## src/rtl/if_fetch_unit.sv

```systemverilog
// Instruction-fetch stage: PC register, single-outstanding imem request and
// IF/ID presentation. Optional macro IF_ALIGN_CHECK_EN enables fetch-alignment exceptions.
module if_fetch_unit #(
   parameter int                 ADDR_W   = 32,
   parameter logic [ADDR_W-1:0]  RESET_PC = ADDR_W'(32'h0000_3000)
) (
   input  logic              clk,
   input  logic              rst,
   input  logic              stall,
   input  logic              redirect_valid,
   input  logic [ADDR_W-1:0] redirect_pc,
   output logic              imem_req,
   output logic [ADDR_W-1:0] imem_addr,
   input  logic              imem_ready,
   input  logic              imem_rvalid,
   input  logic [31:0]       imem_rdata,
   output logic [ADDR_W-1:0] PC_if,
   output logic [31:0]       Inst_if,
   output logic              if_valid,
   output logic              if_exc
);

   typedef enum logic [1:0] {S_REQ = 2'd0, S_WAIT = 2'd1, S_HOLD = 2'd2} state_t;

   state_t            r_state, w_state_nxt;
   logic [ADDR_W-1:0] r_pc, w_pc_nxt;
   logic [ADDR_W-1:0] r_pc_if, w_pc_if_nxt;
   logic [31:0]       r_inst, w_inst_nxt;
   logic              r_drop, w_drop_nxt;
   logic              r_exc, w_exc_nxt;
   logic              w_misalign;

`ifdef IF_ALIGN_CHECK_EN
   assign w_misalign = |r_pc[1:0];
`else
   assign w_misalign = 1'b0;
`endif

   assign imem_addr = r_pc;
   assign PC_if     = r_pc_if;
   assign Inst_if   = r_inst;
   assign if_exc    = r_exc;

   always_comb begin
      w_state_nxt = r_state;
      w_pc_nxt    = r_pc;
      w_pc_if_nxt = r_pc_if;
      w_inst_nxt  = r_inst;
      w_drop_nxt  = r_drop;
      w_exc_nxt   = r_exc;
      imem_req    = 1'b0;
      if_valid    = 1'b0;
      case (r_state)
         S_REQ: begin
            imem_req = !redirect_valid && !w_misalign;
            if (redirect_valid) begin
               w_pc_nxt = redirect_pc;
            end else if (w_misalign) begin
               // Misaligned fetch never reaches imem; present a NOP flagged as an exception.
               w_state_nxt = S_HOLD;
               w_inst_nxt  = 32'h0;
               w_pc_if_nxt = r_pc;
               w_exc_nxt   = 1'b1;
            end else if (imem_ready) begin
               w_state_nxt = S_WAIT;
            end
         end
         S_WAIT: begin
            if (redirect_valid) begin
               w_pc_nxt = redirect_pc;
               if (imem_rvalid) begin
                  w_drop_nxt  = 1'b0;
                  w_state_nxt = S_REQ;
               end else begin
                  w_drop_nxt  = 1'b1;
               end
            end else if (imem_rvalid) begin
               if (r_drop) begin
                  w_drop_nxt  = 1'b0;
                  w_state_nxt = S_REQ;
               end else begin
                  w_inst_nxt  = imem_rdata;
                  w_pc_if_nxt = r_pc;
                  w_state_nxt = S_HOLD;
               end
            end
         end
         S_HOLD: begin
            if_valid = !redirect_valid;
            if (redirect_valid) begin
               w_pc_nxt    = redirect_pc;
               w_exc_nxt   = 1'b0;
               w_state_nxt = S_REQ;
            end else if (!stall) begin
               w_pc_nxt    = r_pc + ADDR_W'(4);
               w_exc_nxt   = 1'b0;
               w_state_nxt = S_REQ;
            end
         end
         default: w_state_nxt = S_REQ;
      endcase
      if (rst) begin
         imem_req = 1'b0;
         if_valid = 1'b0;
      end
   end

   always_ff @(posedge clk) begin
      if (rst) begin
         r_state <= S_REQ;
         r_pc    <= RESET_PC;
         r_pc_if <= '0;
         r_inst  <= 32'h0;
         r_drop  <= 1'b0;
         r_exc   <= 1'b0;
      end else begin
         r_state <= w_state_nxt;
         r_pc    <= w_pc_nxt;
         r_pc_if <= w_pc_if_nxt;
         r_inst  <= w_inst_nxt;
         r_drop  <= w_drop_nxt;
         r_exc   <= w_exc_nxt;
      end
   end

endmodule

```

## config.mk

```make
export PLATFORM = sky130hd
export DESIGN_NAME = if_fetch_unit
export DESIGN_NICKNAME = d
export VERILOG_FILES = /design/src/rtl/if_fetch_unit.sv
export SDC_FILE = /design/constraint.sdc
export NUM_CORES = 1
export LEC_CHECK = 0
export ABC_AREA = 1
export BUFFER_PORTS_ARGS = -buffer_cell sky130_fd_sc_hd__buf_2
export CAP_MARGIN = 20
export CORE_UTILIZATION = 50
export DETAILED_ROUTE_END_ITERATION = 8
export PLACE_DENSITY = 0.92
export SYNTH_ARGS = -nofsm -noshare
export SYNTH_HDL_FRONTEND = slang
export SYNTH_SLANG_ARGS = --single-unit
```

## constraint.sdc

```tcl
create_clock -name clk -period 1.55 [get_ports clk]
set_input_delay 0.155 -clock clk [delete_from_list [all_inputs] [get_ports clk]]
set_output_delay 0.155 -clock clk [all_outputs]
set_load 0.005 [all_outputs]
```

# ---- After elaboration in Yosys (flattened, before gate mapping)
# Index checks and enable logic that the tools add are counted.
dict set report totals {
  output_inout_bits 99
  in_bits 70
  reg_bits 100
}
dict set report op_classes {
  eq_ne 8
  add_sub_neg 1
  bitwise 2
  muxes 22
  reduce_logical 10
}
# op n
set ops {}
lappend ops {{$mux 32} 3}
lappend ops {{$pmux 32 s2} 1}
lappend ops {{$add 32x3->32 const B} 1}
lappend ops {{$mux 2} 8}
lappend ops {{$mux 1} 9}
lappend ops {{$reduce_and 4->1} 2}
lappend ops {{$ne 2x2->1 const B} 3}
lappend ops {{$pmux 2 s3} 1}
lappend ops {{$ne 2x1->1 const B} 2}
lappend ops {{$reduce_and 2->1} 2}
lappend ops {{$reduce_bool 2->1} 2}
lappend ops {{$ne 3x3->1 const B} 1}
lappend ops {{$reduce_and 3->1} 1}
lappend ops {{$eq 2x1->1 const B} 1}
lappend ops {{$eq 2x2->1 const B} 1}
lappend ops {{$logic_not 2->1} 1}
lappend ops {{$not 1->1} 2}
lappend ops {{$reduce_or 2->1} 1}
lappend ops {{$logic_not 1->1} 1}

# ---- Depth between registers and ports, before layout
# Gate-level depths: netlist of the first run.
dict set report depth {
  ltp_word 4
  depth_mapped 10
}

# ---- Worst setup path before layout of the first run
# OpenSTA, ideal clock, no wires.
dict set report synth_timing {
  path_type {flip-flop to flip-flop}
  from {register r_pc[3] (netlist: imem_addr[3])}
  to {register r_pc[22] (netlist: imem_addr[22])}
  setup_ps 132
  synth_period_minus_slack_ps 1447
  path_slack_ps 103
  required_ps 1418
  t_arrival_ps 1315
  n_path_buf 0
  path_stages_with_launch 11
  cell_sequence {dfxtp_1 ha_1 inv_1 nor2_1 nand2_1 nor2_2 nand3_1 nand2_1 nand2_1 nand2_1 a21oi_1}
}
dict set report synth_via {
  elab_chain_cells 4
}
# item line_no
set synth_rtl {}
lappend synth_rtl {{start, declared} 26} ;# logic [ADDR_W-1:0] r_pc, w_pc_nxt;
lappend synth_rtl {{start signal, assigned} 118} ;# r_pc <= w_pc_nxt;
lappend synth_rtl {{$add 32x3->32} 95} ;# w_pc_nxt = r_pc + ADDR_W'(4);
lappend synth_rtl {{$mux 32} 94} ;# end else if (!stall) begin
lappend synth_rtl {{$mux 32} 90} ;# if (redirect_valid) begin
lappend synth_rtl {{$pmux 32 s2} 53} ;# case (r_state)
# No other way between the ends. The select of a mux whose other input is x is not followed.
# A chain may end at the register's enable or synchronous reset.

# ---- Worst setup path in the final report of the first run
dict set report layout_timing {
  from {register r_pc[8] (netlist: imem_addr[8])}
  to {register r_pc[16] (netlist: imem_addr[16])}
}
# The elaborated chain is that of the path after synthesis.

==> reports/metrics.yaml, run 1 <==
detailed_routing:
  routed_wl_um: 14610
  routed-via-count: 5281
  detailedRoute.firstPassIterationCount: 6
  wire_per_inst_um: 14.90
  postRouteAntennaNets: 0
  detail_route.drc_violations: 0
  drt-vias-per-instance: 5.389
  drt_iter0_drc: 332
clock_network:
  cts.root.buffer_cell: "sky130_fd_sc_hd__clkbuf_8"
  hold_buffers: 0
  numCtsBuffers: 9
  insertion_delay_ns: 0.36
  cts_max_path_buffers: 2
  tritoncts: "built"
  cts_max_level: 3
  clock_sinks: 99
  clk_transition_reported_paths_ns: 0.09
floorplan:
  pin_count: 169
  die_h_um: 98.58
  core_mm2: 0.008891
  starting_density: 0.5245
  die-area_mm2: 0.009717
  std_cell_rows: 34
  die_width_um: 98.58
logic_synthesis:
  synth.lib_cells_used.distinct: 31
  ys_seq_elements: 99
  yosys_warnings: 0
  synth_area_per_cell_um2: 6.788
  synth.yosys.seq_area_share: 0.4250
  mappedNetlistNets: 758
  syn_inst: 687
  mappedNetlistArea_mm2: 0.004663
timing:
  maxSlewViolCount: 0
  worst_slack_ns: -0.07726
  grt_setup_unrepaired: "yes"
  fmax_ghz: 0.6145
  timing.final.crit_share: 1.050
  finalClockSkew_ns: 0.01262
  hold_violations: 0
  timing.final.crit_period_ns: 1.627
  holdWs_ns: 0.02637
  setup_viol: 1
global_route:
  antenna_found_initial: 0
  grt_start_max_net_pins: 77
  gr-usage-all-layers: 0.2770
  global_route_wire_length_before_repair_um: 21440
  grt_pass1_vias: 4501
  globalRouteOverflowTotal: 0
finish:
  antennaDiodeCount: 0
  drive_gt1_frac: 0.3050
  areaGrowthSynthToFinish_pct: 30.72
  multi_input_comb_area_mm2: 0.002382
  layoutNonFillerInstCount: 980
  nets: 939
  seqCellArea_mm2: 0.001991
  final_common_cell: "sky130_fd_sc_hd__buf_2"
  most-common-layout-cells: "sky130_fd_sc_hd__buf_2 (167), sky130_fd_sc_hd__nor2_1 (142), sky130_fd_sc_hd__nand2_1 (128)"
  fin_area_mm2: 0.006096
  final_util: 0.6856
  fillerInstances: 770
placed_design:
  place.detailed.hpwl_um: 10080
  port-buffer-count: 167
  place.detailed.instances: 954
  placement.setup.worst_slack_ns: 0.06626
  place.gp.congestion: 1.023
  post_dp_cell_area_mm2: 0.005702
worst_hold_path:
  timing.hold.worst.class: "in -> reg"
critical_path:
  worstSetupEndpointType: "flop"
  path_class: "reg -> reg"
  worst-endpoint-arrival_ns: 1.87
  crit_path_max_fanout: 5
  crit_required_ns: 1.79
  critical_path.startpoint_type: "flop"
outcome:
  status: "finished, violations left"
  violations: "setup timing"
flow_run:
  drv_cap: 0
power_and_ir_drop:
  power-per-cell-area_mw_per_mm2: 830.2
  ir_worst_vdd_mv: 0.3713
  p_leak_nw: 2.718
-- power by group --
| group | leakage, nW | switching, mW | internal (mW) | total, mW |
|---|---|---|---|---|
| logic | 1.82 | 0.387 | 0.319 | 0.706 |
| clock network | 0.0898 | 0.874 | 0.743 | 1.62 |
| registers | 0.810 | 0.0909 | 2.65 | 2.74 |
| total | 2.72 | 1.35 | 3.71 | 5.06 |
-- critical path, stage by stage (launching register included) --
cell,delay (ns)
sky130_fd_sc_hd__dfxtp_1,0.42
sky130_fd_sc_hd__nand2_1,0.11
sky130_fd_sc_hd__nor2_1,0.19
sky130_fd_sc_hd__nand2_1,0.16
sky130_fd_sc_hd__o21ai_0,0.26
sky130_fd_sc_hd__nand3_1,0.17
sky130_fd_sc_hd__nand2_1,0.12
sky130_fd_sc_hd__a21oi_1,0.08
-- sequential cells by signal, indices dropped and copies added (netlist names) --
register	count
PC_if	32
imem_addr	32
Inst_if	32
r_drop	1
r_state	2
-- what timing repair did --
action,CTS,global route
pin swaps,1,5
setup buffers,1,8
resized for setup,4,32
setup endpoints to repair,1,70
gates cloned,0,2
-- logic make-up after synthesis --
| logic type | count (synthesis) | share of synthesized area |
|---|---|---|
| adders and majority gates | 1 | 0.002683 |
| AOI/OAI and AO/OA | 159 | 0.1811 |
| DFF | 99 | 0.4250 |
| other | 1 | 0.0008042 |
| and+or+nand+nor | 345 | 0.3096 |
| buffers and inverters | 78 | 0.07325 |
| xor gates and xnor gates | 4 | 0.007514 |
-- per-layer routing --
layer / track usage / vias up / wire length (um)
li1: - / 2580 / -
met5: 0 / - / 0
met3: 0.04965 / 37 / 1426
met4: 0.1102 / 0 / 458
met1: 0.3536 / 2352 / 5998
met2: 0.4653 / 312 / 6723
-- stage by stage --
stage | setup TNS, ns | power (mW)
CTS | -0.0001806 | 5.031
finish | -0.07726 | 5.061
detailed placement | 0 | 3.458
global placement | 0 | 3.445
global route | -0.7523 | 5.268
floorplan | 0 | 3.120
-- path summary, 6_finish.rpt --
path	start	end	slack (ns)	cells after the start
setup / recovery	imem_addr[8]	imem_addr[16]	-0.08	7
hold / removal	redirect_pc[1]	imem_addr[1]	0.03	3
setup reg to reg	imem_addr[8]	imem_addr[16]	-0.08	7
hold reg to reg	Inst_if[26]	Inst_if[26]	0.48	2
-- cell usage after synthesis, drive strengths merged --
| cell | number | area (um^2) |
|---|---|---|
| o21a | 17 | 127.6 |
| nand3b | 2 | 15.01 |
| inv | 41 | 153.9 |
| nand2 | 134 | 510.5 |
| nand3 | 35 | 185.2 |
| or2 | 4 | 25.03 |
| xnor2 | 1 | 8.760 |
| o21ai | 88 | 440.4 |
| buf | 23 | 133.9 |
| dfxtp | 99 | 1982 |
| ha | 1 | 12.51 |
| o22ai | 1 | 6.260 |
| xor2 | 3 | 26.28 |
| clkbuf | 14 | 53.80 |
| conb | 1 | 3.750 |
| a31oi | 1 | 6.260 |
| a21oi | 52 | 264.0 |
| nand4 | 6 | 37.54 |
| nor3 | 4 | 20.02 |
| nor2 | 160 | 650.6 |
-- area by class of cell --
class | count | area share
tap | 108 | 0.02217
multi-input combinational | 510 | 0.3908
clock inverter | 4 | 0.008415
sequential | 99 | 0.3266
inverter | 41 | 0.02648
timing repair buffer | 207 | 0.2040
clock buffer | 11 | 0.02155
(Power assumes the default switching activity.)
==> run 2, diff against run 1 <==
CORE_MARGIN = 10   (was unset)
==> reports/metrics.yaml, run 2 (synthesized netlist as in run 1, its figures left out) <==
floorplan:
  pin_count: 169  # unchanged
  starting_density: 0.5095  # -0.01499
  std_cell_rows: 35  # +2.9%
  core_mm2: 0.009153  # +2.9%
  die-area_mm2: 0.01359  # +40%
  die_width_um: 116.6  # +18%
  die_h_um: 116.6  # +18%
placed_design:
  port-buffer-count: 167  # unchanged
  place.detailed.hpwl_um: 11560  # +15%
  place.gp.congestion: 0.9387  # -8.2%
  placement.setup.worst_slack_ns: -0.03028  # -0.09654 ns
  place.detailed.instances: 959  # +0.52%
  post_dp_cell_area_mm2: 0.005746  # +0.77%
clock_network:
  insertion_delay_ns: 0.37  # about the same
  clk_transition_reported_paths_ns: 0.10  # about the same
  numCtsBuffers: 9  # unchanged
  cts_max_path_buffers: 2  # unchanged
  hold_buffers: 0  # unchanged
  cts_max_level: 3  # unchanged
  cts.root.buffer_cell: "sky130_fd_sc_hd__clkbuf_8"
  tritoncts: "built"
  clock_sinks: 99  # unchanged
critical_path:
  ff2ff_path_depth: 11  # +4
  critical_path.startpoint_type: "flop"
  r2r-start: "r_state[0]"
  worstSetupEndpointType: "primary output"
  worst-endpoint-arrival_ns: 1.41  # -0.46 ns
  reg2reg_slack_ns: -0.01  # +0.07 ns
  crit_required_ns: 1.39  # -0.40 ns
  critical_path.reg2reg.endpoint: "imem_addr[19]"
  crit_path_max_fanout: 7  # +2
  path_class: "reg -> out"
timing:
  fin_setup_tns_ns: -0.02789  # +0.04937 ns
  hold_violations: 0  # unchanged
  timing.final.crit_share: 1.010  # -0.03938
  timing.final.crit_period_ns: 1.566  # -0.06104 ns
  grt_setup_unrepaired: "yes"
  finalClockSkew_ns: 0.01282  # +0.0001997 ns
  fmax_ghz: 0.6385  # +3.9%
  setup_viol: 2  # +1
  worst_slack_ns: -0.01622  # +0.06104 ns
  maxSlewViolCount: 0  # unchanged
detailed_routing:
  drt_iter0_drc: 532  # +60%
  routed-via-count: 5274  # -0.13%
  wire_per_inst_um: 16.33  # +9.6%
  detail_route.drc_violations: 0  # unchanged
  detailedRoute.firstPassIterationCount: 7  # +1
  postRouteAntennaNets: 0  # unchanged
  routed_wl_um: 16200  # +11%
  drt-vias-per-instance: 5.317  # -1.3%
power_and_ir_drop:
  ir_worst_vdd_mv: 0.5681  # +53%
  p_leak_nw: 2.790  # +2.7%
  power-per-cell-area_mw_per_mm2: 809.1  # -2.5%
  total_power_mw: 5.060  # about the same
worst_hold_path:
  hold_end: "imem_addr[0]"
  worst_hold_startpoint: "redirect_pc[0]"
  timing.hold.worst.class: "in -> reg"
  depth_of_the_worst_hold_timing_path: 3  # unchanged
flow_run:
  drv_cap: 0  # unchanged
finish:
  areaGrowthSynthToFinish_pct: 34.10
  fillerInstances: 803  # +4.3%
  drive_gt1_frac: 0.3258  # +0.02072
  most-common-layout-cells: "sky130_fd_sc_hd__buf_2 (166), sky130_fd_sc_hd__nor2_1 (138), sky130_fd_sc_hd__nand2_1 (127)"
  nets: 947  # +0.85%
  seqCellArea_mm2: 0.001997  # +0.31%
  multi_input_comb_area_mm2: 0.002422  # +1.7%
  final_common_cell: "sky130_fd_sc_hd__buf_2"
  layoutNonFillerInstCount: 992  # +1.2%
  antennaDiodeCount: 0  # unchanged
  fin_area_mm2: 0.006254  # +2.6%
global_route:
  globalRouteOverflowTotal: 0  # unchanged
  gr-usage-all-layers: 0.2113  # -0.06574
  grt_pass1_vias: 4749  # +5.5%
  antenna_found_initial: 0  # unchanged
  grt_start_max_net_pins: 77  # unchanged
  global_route_wire_length_before_repair_um: 23080  # +7.7%
outcome:
  status: "finished, violations left"
  violations: "setup timing"
-- run 2: cell types whose count changed in the layout (fill, tap and decap cells not counted), moves of 3 or more --
cell	before	now
sky130_fd_sc_hd__clkinv_4	0	3
sky130_fd_sc_hd__nor2_1	142	138
sky130_fd_sc_hd__o21ai_0	84	80
sky130_fd_sc_hd__o21ai_1	4	8
sky130_fd_sc_hd__buf_4	30	33
sky130_fd_sc_hd__dfxtp_2	7	12
sky130_fd_sc_hd__dfxtp_1	92	87
-- run 2: through the flow --
stage,utilization,hold slack [ns]
floorplan,-,0.2899
global placement,0.6278,0.3817
detailed placement,0.6278,0.3887
CTS,0.6526,0.007745
global route,0.6833,0.01746
finish,0.6833,0.01234
-- run 2: repair_timing --
action / in CTS / in global routing
buffers inserted: 3 / 11
hold endpoints to repair: 0 / 0
pin swaps: 1 / 6
setup endpoints to repair: 3 / 34
gates resized for setup: 11 / 45
cloned: 0 / 3
-- run 2: worst max path at each step --
| stage | startpoint | end | slack (ns) |
|---|---|---|---|
| 4_1_cts | r_state[0] | if_valid | 0.006 |
| 5_1_grt | imem_addr[3] | imem_addr[14] | -0.11 |
| 6_report | r_state[0] | if_valid | -0.02 |
| 2_1_floorplan | imem_addr[3] | imem_addr[22] | 0.10 |
| 3_3_place_gp | imem_addr[5] | imem_addr[13] | 0.04 |
| 3_5_place_dp | imem_addr[5] | imem_addr[13] | -0.03 |
-- run 2: worst max-delay path: stages (launching register included) --
cell and delay (ns):
sky130_fd_sc_hd__dfxtp_2 0.35, sky130_fd_sc_hd__inv_2 0.08, sky130_fd_sc_hd__nand2_2 0.08, sky130_fd_sc_hd__nor2_4 0.17, sky130_fd_sc_hd__clkinv_4 0.12, sky130_fd_sc_hd__nor2_4 0.13, sky130_fd_sc_hd__buf_6 0.11
-- run 2: power by group --
| group | leakage [nW] | total [mW] | switching [mW] | internal, mW |
|---|---|---|---|---|
| logic | 1.89 | 0.737 | 0.397 | 0.340 |
| clock network | 0.0888 | 1.58 | 0.976 | 0.605 |
| registers | 0.811 | 2.74 | 0.0937 | 2.65 |
-- run 2: cell type report --
class | count | area share
clock inverters | 6 | 0.008003
multi-input cells | 510 | 0.3874
clock buffers | 10 | 0.02041
inverters | 41 | 0.02621
well taps | 111 | 0.02221
repair buffers | 215 | 0.2165
flip-flops and latches | 99 | 0.3193
-- run 2: metal layers --
layer | vias up | wire length, um | global-route usage
met3 | 39 | 1586 | 0.04828
met4 | 0 | 397 | 0.06590
li1 | 2604 | - | -
met2 | 243 | 7723 | 0.3635
met1 | 2388 | 6493 | 0.2555
met5 | - | 0 | 0
==> run 3, diff against run 2 <==
ABC_AREA = unset   (was 1)
CTS_BUF_LIST = sky130_fd_sc_hd__clkbuf_4 sky130_fd_sc_hd__clkbuf_8   (was unset)
PLACE_DENSITY = 0.93   (was 0.92)
==> reports/metrics.yaml, run 3 <==
outcome:
  status: "aborted with a tool error"
  haltStage: "global routing"
  run.stop_error: "[ERROR DPL-0038] Utilization greater than 100%, impossible to legalize"
logic_synthesis:
  syn_inst: 573  # -17%
  mappedNetlistArea_mm2: 0.004339  # -6.9%
  synth_enable_flop_cells: 0  # unchanged
  synth_top_area_share: 0.4567  # +0.03174
  synth.lib_cells_used.distinct: 54  # +74%
  postSynth.asyncResetShare: 0  # unchanged
  synth.yosys.seq_area_share: 0.4567  # +0.03174
  synth-main-ff-cell: "sky130_fd_sc_hd__dfxtp_1"
  ys_seq_elements: 99  # unchanged
  synth_top_cells_by_area: "sky130_fd_sc_hd__dfxtp_1 (46%), sky130_fd_sc_hd__nand2_1 (15%), sky130_fd_sc_hd__a21oi_1 (10%), sky130_fd_sc_hd__clkbuf_1 (3.2%), sky130_fd_sc_hd__nor2_1 (2.1%)"
  ys_top_cells_by_count: "sky130_fd_sc_hd__nand2_1 (172), sky130_fd_sc_hd__dfxtp_1 (99), sky130_fd_sc_hd__a21oi_1 (89)"
  synth_area_per_cell_um2: 7.573  # +12%
  synth_top_cell_by_area: "sky130_fd_sc_hd__dfxtp_1"
  synthMostInstantiatedCell: "sky130_fd_sc_hd__nand2_1"
  yosys_warnings: 0  # unchanged
  mappedNetlistNets: 644  # -15%
floorplan:
  die_h_um: 113.2  # -2.9%
  pin_count: 169  # unchanged
  die_width_um: 113.2  # -2.9%
  starting_density: 0.5203  # +0.01075
  std_cell_rows: 33  # -5.7%
placed_design:
  place.detailed.hpwl_um: 12010  # +3.9%
  port-buffer-count: 167  # unchanged
  placement.setup.worst_slack_ns: -0.5869  # -0.5566 ns
  place.gp.congestion: 0.9683  # +3.2%
clock_network:
  cts_max_path_buffers: 2  # unchanged
  clock_sinks: 99  # unchanged
  cts_max_level: 3  # unchanged
  cts.root.buffer_cell: "sky130_fd_sc_hd__clkbuf_8"
  numCtsBuffers: 9  # unchanged
global_route:
  grt_start_max_net_pins: 62
timing:
  endpoint_type: "register data pin"
  postGrtWorstEndpoint: "imem_addr[28]$_SDFFE_PP0P_/D"
-- run 3: logic make-up after synthesis --
logic type	share of synthesized area
other cells	0.0008642
compound gates	0.2039
flops	0.4567
simple gates	0.2803
buf+inv	0.04268
fa+ha+maj	0.002883
mux	0.01269
-- run 3: through the flow --
step	setup TNS (ns)	hold slack, ns	area (um^2)	std cells	utilization
2_1_floorplan	-2.308	0.2517	4532	573	-
3_3_place_gp	-3.738	0.3790	5953	884	0.7138
3_5_place_dp	-6.508	0.3872	5953	884	0.7138
4_1_cts	-18.61	0.001793	7850	963	0.9412
-- run 3: repair_timing --
item                                   CTS
pin swaps                               98
setup buffers                           45
resized for setup                      206
endpoints found under the hold margin    1
cloned                                  22
hold buffers                             1
setup endpoints to repair               93
==> run 4, diff against run 3 <==
CORE_UTILIZATION = 40   (was 50)
CTS_BUF_LIST = unset   (was sky130_fd_sc_hd__clkbuf_4 sky130_fd_sc_hd__clkbuf_8)
PLACE_DENSITY = unset   (was 0.93)
PLACE_DENSITY_LB_ADDON = 0.15   (was unset)
==> reports/metrics.yaml, run 4 <==
global_route:
  grt_pass1_vias: 4982
  global_route_wire_length_before_repair_um: 24820
  gr-usage-all-layers: 0.2000
  antenna_found_initial: 1
  grt_start_max_net_pins: 42
  globalRouteOverflowTotal: 0
finish:
  seqCellArea_mm2: 0.002012
  areaGrowthSynthToFinish_pct: 75.55
  nets: 898
  drive_gt1_frac: 0.5709
  final_util: 0.7281
  antennaDiodeCount: 0
  multi_input_comb_area_mm2: 0.003018
  final_common_cell: "sky130_fd_sc_hd__buf_2"
  fillerInstances: 754
  most-common-layout-cells: "sky130_fd_sc_hd__buf_2 (165), sky130_fd_sc_hd__nand2_1 (95), sky130_fd_sc_hd__dfxtp_1 (83)"
worst_hold_path:
  depth_of_the_worst_hold_timing_path: 3
  hold_end: "Inst_if[15]"
  worst_hold_startpoint: "imem_rdata[15]"
  timing.hold.worst.class: "in -> reg"
floorplan:
  starting_density: 0.4147  # -0.1055
  die-area_mm2: 0.01541
  pin_count: 169  # unchanged
  die_width_um: 124.2  # +9.7%
  die_h_um: 124.2  # +9.7%
  std_cell_rows: 37  # +12%
  core_mm2: 0.01046
critical_path:
  worst-endpoint-arrival_ns: 2.34
  reg2reg_slack_ns: -0.48
  ff2ff_path_depth: 6
  path_class: "reg -> reg"
  crit_required_ns: 1.85
  r2r-start: "imem_addr[3]"
  worstSetupEndpointType: "flop"
  critical_path.startpoint_type: "flop"
  crit_path_max_fanout: 5
  critical_path.reg2reg.endpoint: "imem_addr[26]"
timing:
  finalClockSkew_ns: 0.01121
  hold_violations: 0
  maxSlewViolCount: 0
  timing.final.crit_share: 1.311
  timing.final.crit_period_ns: 2.032
  grt_setup_unrepaired: "yes"
  setup_viol: 88
  fmax_ghz: 0.4922
  worst_slack_ns: -0.4817
detailed_routing:
  detail_route.drc_violations: 0
  postRouteAntennaNets: 0
  routed-via-count: 5315
  drt_iter0_drc: 347
  detailedRoute.firstPassIterationCount: 5
  drt-vias-per-instance: 5.491
  wire_per_inst_um: 19.32
  routed_wl_um: 18700
power_and_ir_drop:
  power.net_switching_mw: 1.442
  ir_worst_vdd_mv: 0.3937
  p_leak_nw: 3.316
  int_pwr_mw: 3.860
  combinationalPowerShare: 0.161
  power_frac_seq: 0.505
  swShare: 0.2720
  power_frac_clock: 0.334
  power-per-cell-area_mw_per_mm2: 696.1
clock_network:
  cts.root.buffer_cell: "sky130_fd_sc_hd__clkbuf_8"
  insertion_delay_ns: 0.37
  tritoncts: "built"
  clock_sinks: 99  # unchanged
  clk_transition_reported_paths_ns: 0.10
  cts_max_level: 3  # unchanged
  cts_max_path_buffers: 2  # unchanged
  numCtsBuffers: 9  # unchanged
logic_synthesis:
  synth.lib_cells_used.distinct: 54  # unchanged
  synth_area_per_cell_um2: 7.573  # unchanged
  syn_inst: 573  # unchanged
  synth_top_cells_by_area: "sky130_fd_sc_hd__dfxtp_1 (46%), sky130_fd_sc_hd__nand2_1 (15%), sky130_fd_sc_hd__a21oi_1 (10%), sky130_fd_sc_hd__clkbuf_1 (3.2%), sky130_fd_sc_hd__nor2_1 (2.1%)"
  synth-main-ff-cell: "sky130_fd_sc_hd__dfxtp_1"
  ys_seq_elements: 99  # unchanged
  mappedNetlistNets: 644  # unchanged
  synth.yosys.seq_area_share: 0.4567  # unchanged
  synthMostInstantiatedCell: "sky130_fd_sc_hd__nand2_1"
  synth_enable_flop_cells: 0  # unchanged
  yosys_warnings: 0  # unchanged
  mappedNetlistArea_mm2: 0.004339  # unchanged
  synth_top_cell_by_area: "sky130_fd_sc_hd__dfxtp_1"
  ys_top_cells_by_count: "sky130_fd_sc_hd__nand2_1 (172), sky130_fd_sc_hd__dfxtp_1 (99), sky130_fd_sc_hd__a21oi_1 (89)"
  synth_top_area_share: 0.4567  # unchanged
  postSynth.asyncResetShare: 0  # unchanged
placed_design:
  place.detailed.hpwl_um: 11730  # -2.3%
  place.gp.congestion: 0.8692  # -10%
  placement.setup.worst_slack_ns: -0.6000  # -0.01317 ns
  port-buffer-count: 167  # unchanged
flow_run:
  drv_cap: 0
outcome:
  status: "finished, violations left"
  violations: "setup timing"
run 4: cell counts after synthesis:
No cell type changed its count.
run 4: kinds of logic after synthesis:
family / Yosys count / share of synthesized area
buf+inv: 47 / 0.04268
compound gates: 149 / 0.2039
other cells: 1 / 0.0008642
flops: 99 / 0.4567
fa+ha+maj: 1 / 0.002883
mux: 5 / 0.01269
simple gates: 271 / 0.2803
run 4: area by class of cell:
cell class,instances,share of cell area
Timing Repair Buffer,286,0.2893
Sequential cell,99,0.2641
Inverter,3,0.001478
Tap cell,136,0.02234
Clock inverter,5,0.006570
Clock buffer,11,0.02004
Multi-Input combinational cell,428,0.3962
run 4: layer usage:
metal	up-vias	track usage	wire length, um
met5	-	0	0
li1	2522	-	-
met2	227	0.3271	9010
met1	2532	0.2471	7653
met4	0	0.06475	385
met3	34	0.05928	1654
run 4: critical path: stages (launching register included):
cell,delay [ns]
sky130_fd_sc_hd__dfxtp_4,0.37
sky130_fd_sc_hd__ha_4,0.13
sky130_fd_sc_hd__nand4_1,0.13
sky130_fd_sc_hd__or4_4,0.55
sky130_fd_sc_hd__or3_4,0.36
sky130_fd_sc_hd__mux2_4,0.31
sky130_fd_sc_hd__a31oi_1,0.12
run 4: per-stage QoR:
step	total power, mW	setup TNS (ns)	std cells	hold WS (ns)	cell area [um^2]
after floorplan	3.022	-2.308	573	0.2517	4532
after detailed placement	3.404	-15.54	914	0.3832	6012
final	5.303	-12.92	968	0.01192	7617
after global routing	5.480	-17.95	968	0.008991	7617
after global placement	3.388	-11.34	914	0.3756	6012
after CTS	5.168	-3.766	945	0.00009479	6553
run 4: repair_timing:
item / in CTS / in global routing
hold buffers: 3 / 0
pin swaps: 18 / 109
endpoints found under the hold margin: 3 / 0
cloned: 2 / 15
buffers inserted: 10 / 10
endpoints found under the setup margin: 92 / 92
gates resized for setup: 46 / 192
run 4: power groups by stage:
stage	logic, mW	clock network (mW)	registers [mW]
2_1_floorplan	0.262	0	2.76
3_3_place_gp	0.668	0	2.72
3_5_place_dp	0.679	0	2.72
4_1_cts	0.721	1.78	2.66
5_1_grt	0.920	1.88	2.68
6_report	0.855	1.77	2.68
run 4: how the worst max path moves through the flow:
stage               slack, ns    startpoint  cells after the start       endpoint
detailed placement      -0.60  imem_addr[3]                      6  imem_addr[26]
CTS                     -0.54  imem_addr[3]                      6  imem_addr[26]
global route            -0.55  imem_addr[3]                      6  imem_addr[26]
global placement        -0.57  imem_addr[3]                      6  imem_addr[26]
floorplan               -0.53  imem_addr[3]                      7  imem_addr[26]
finish                  -0.48  imem_addr[3]                      6  imem_addr[26]
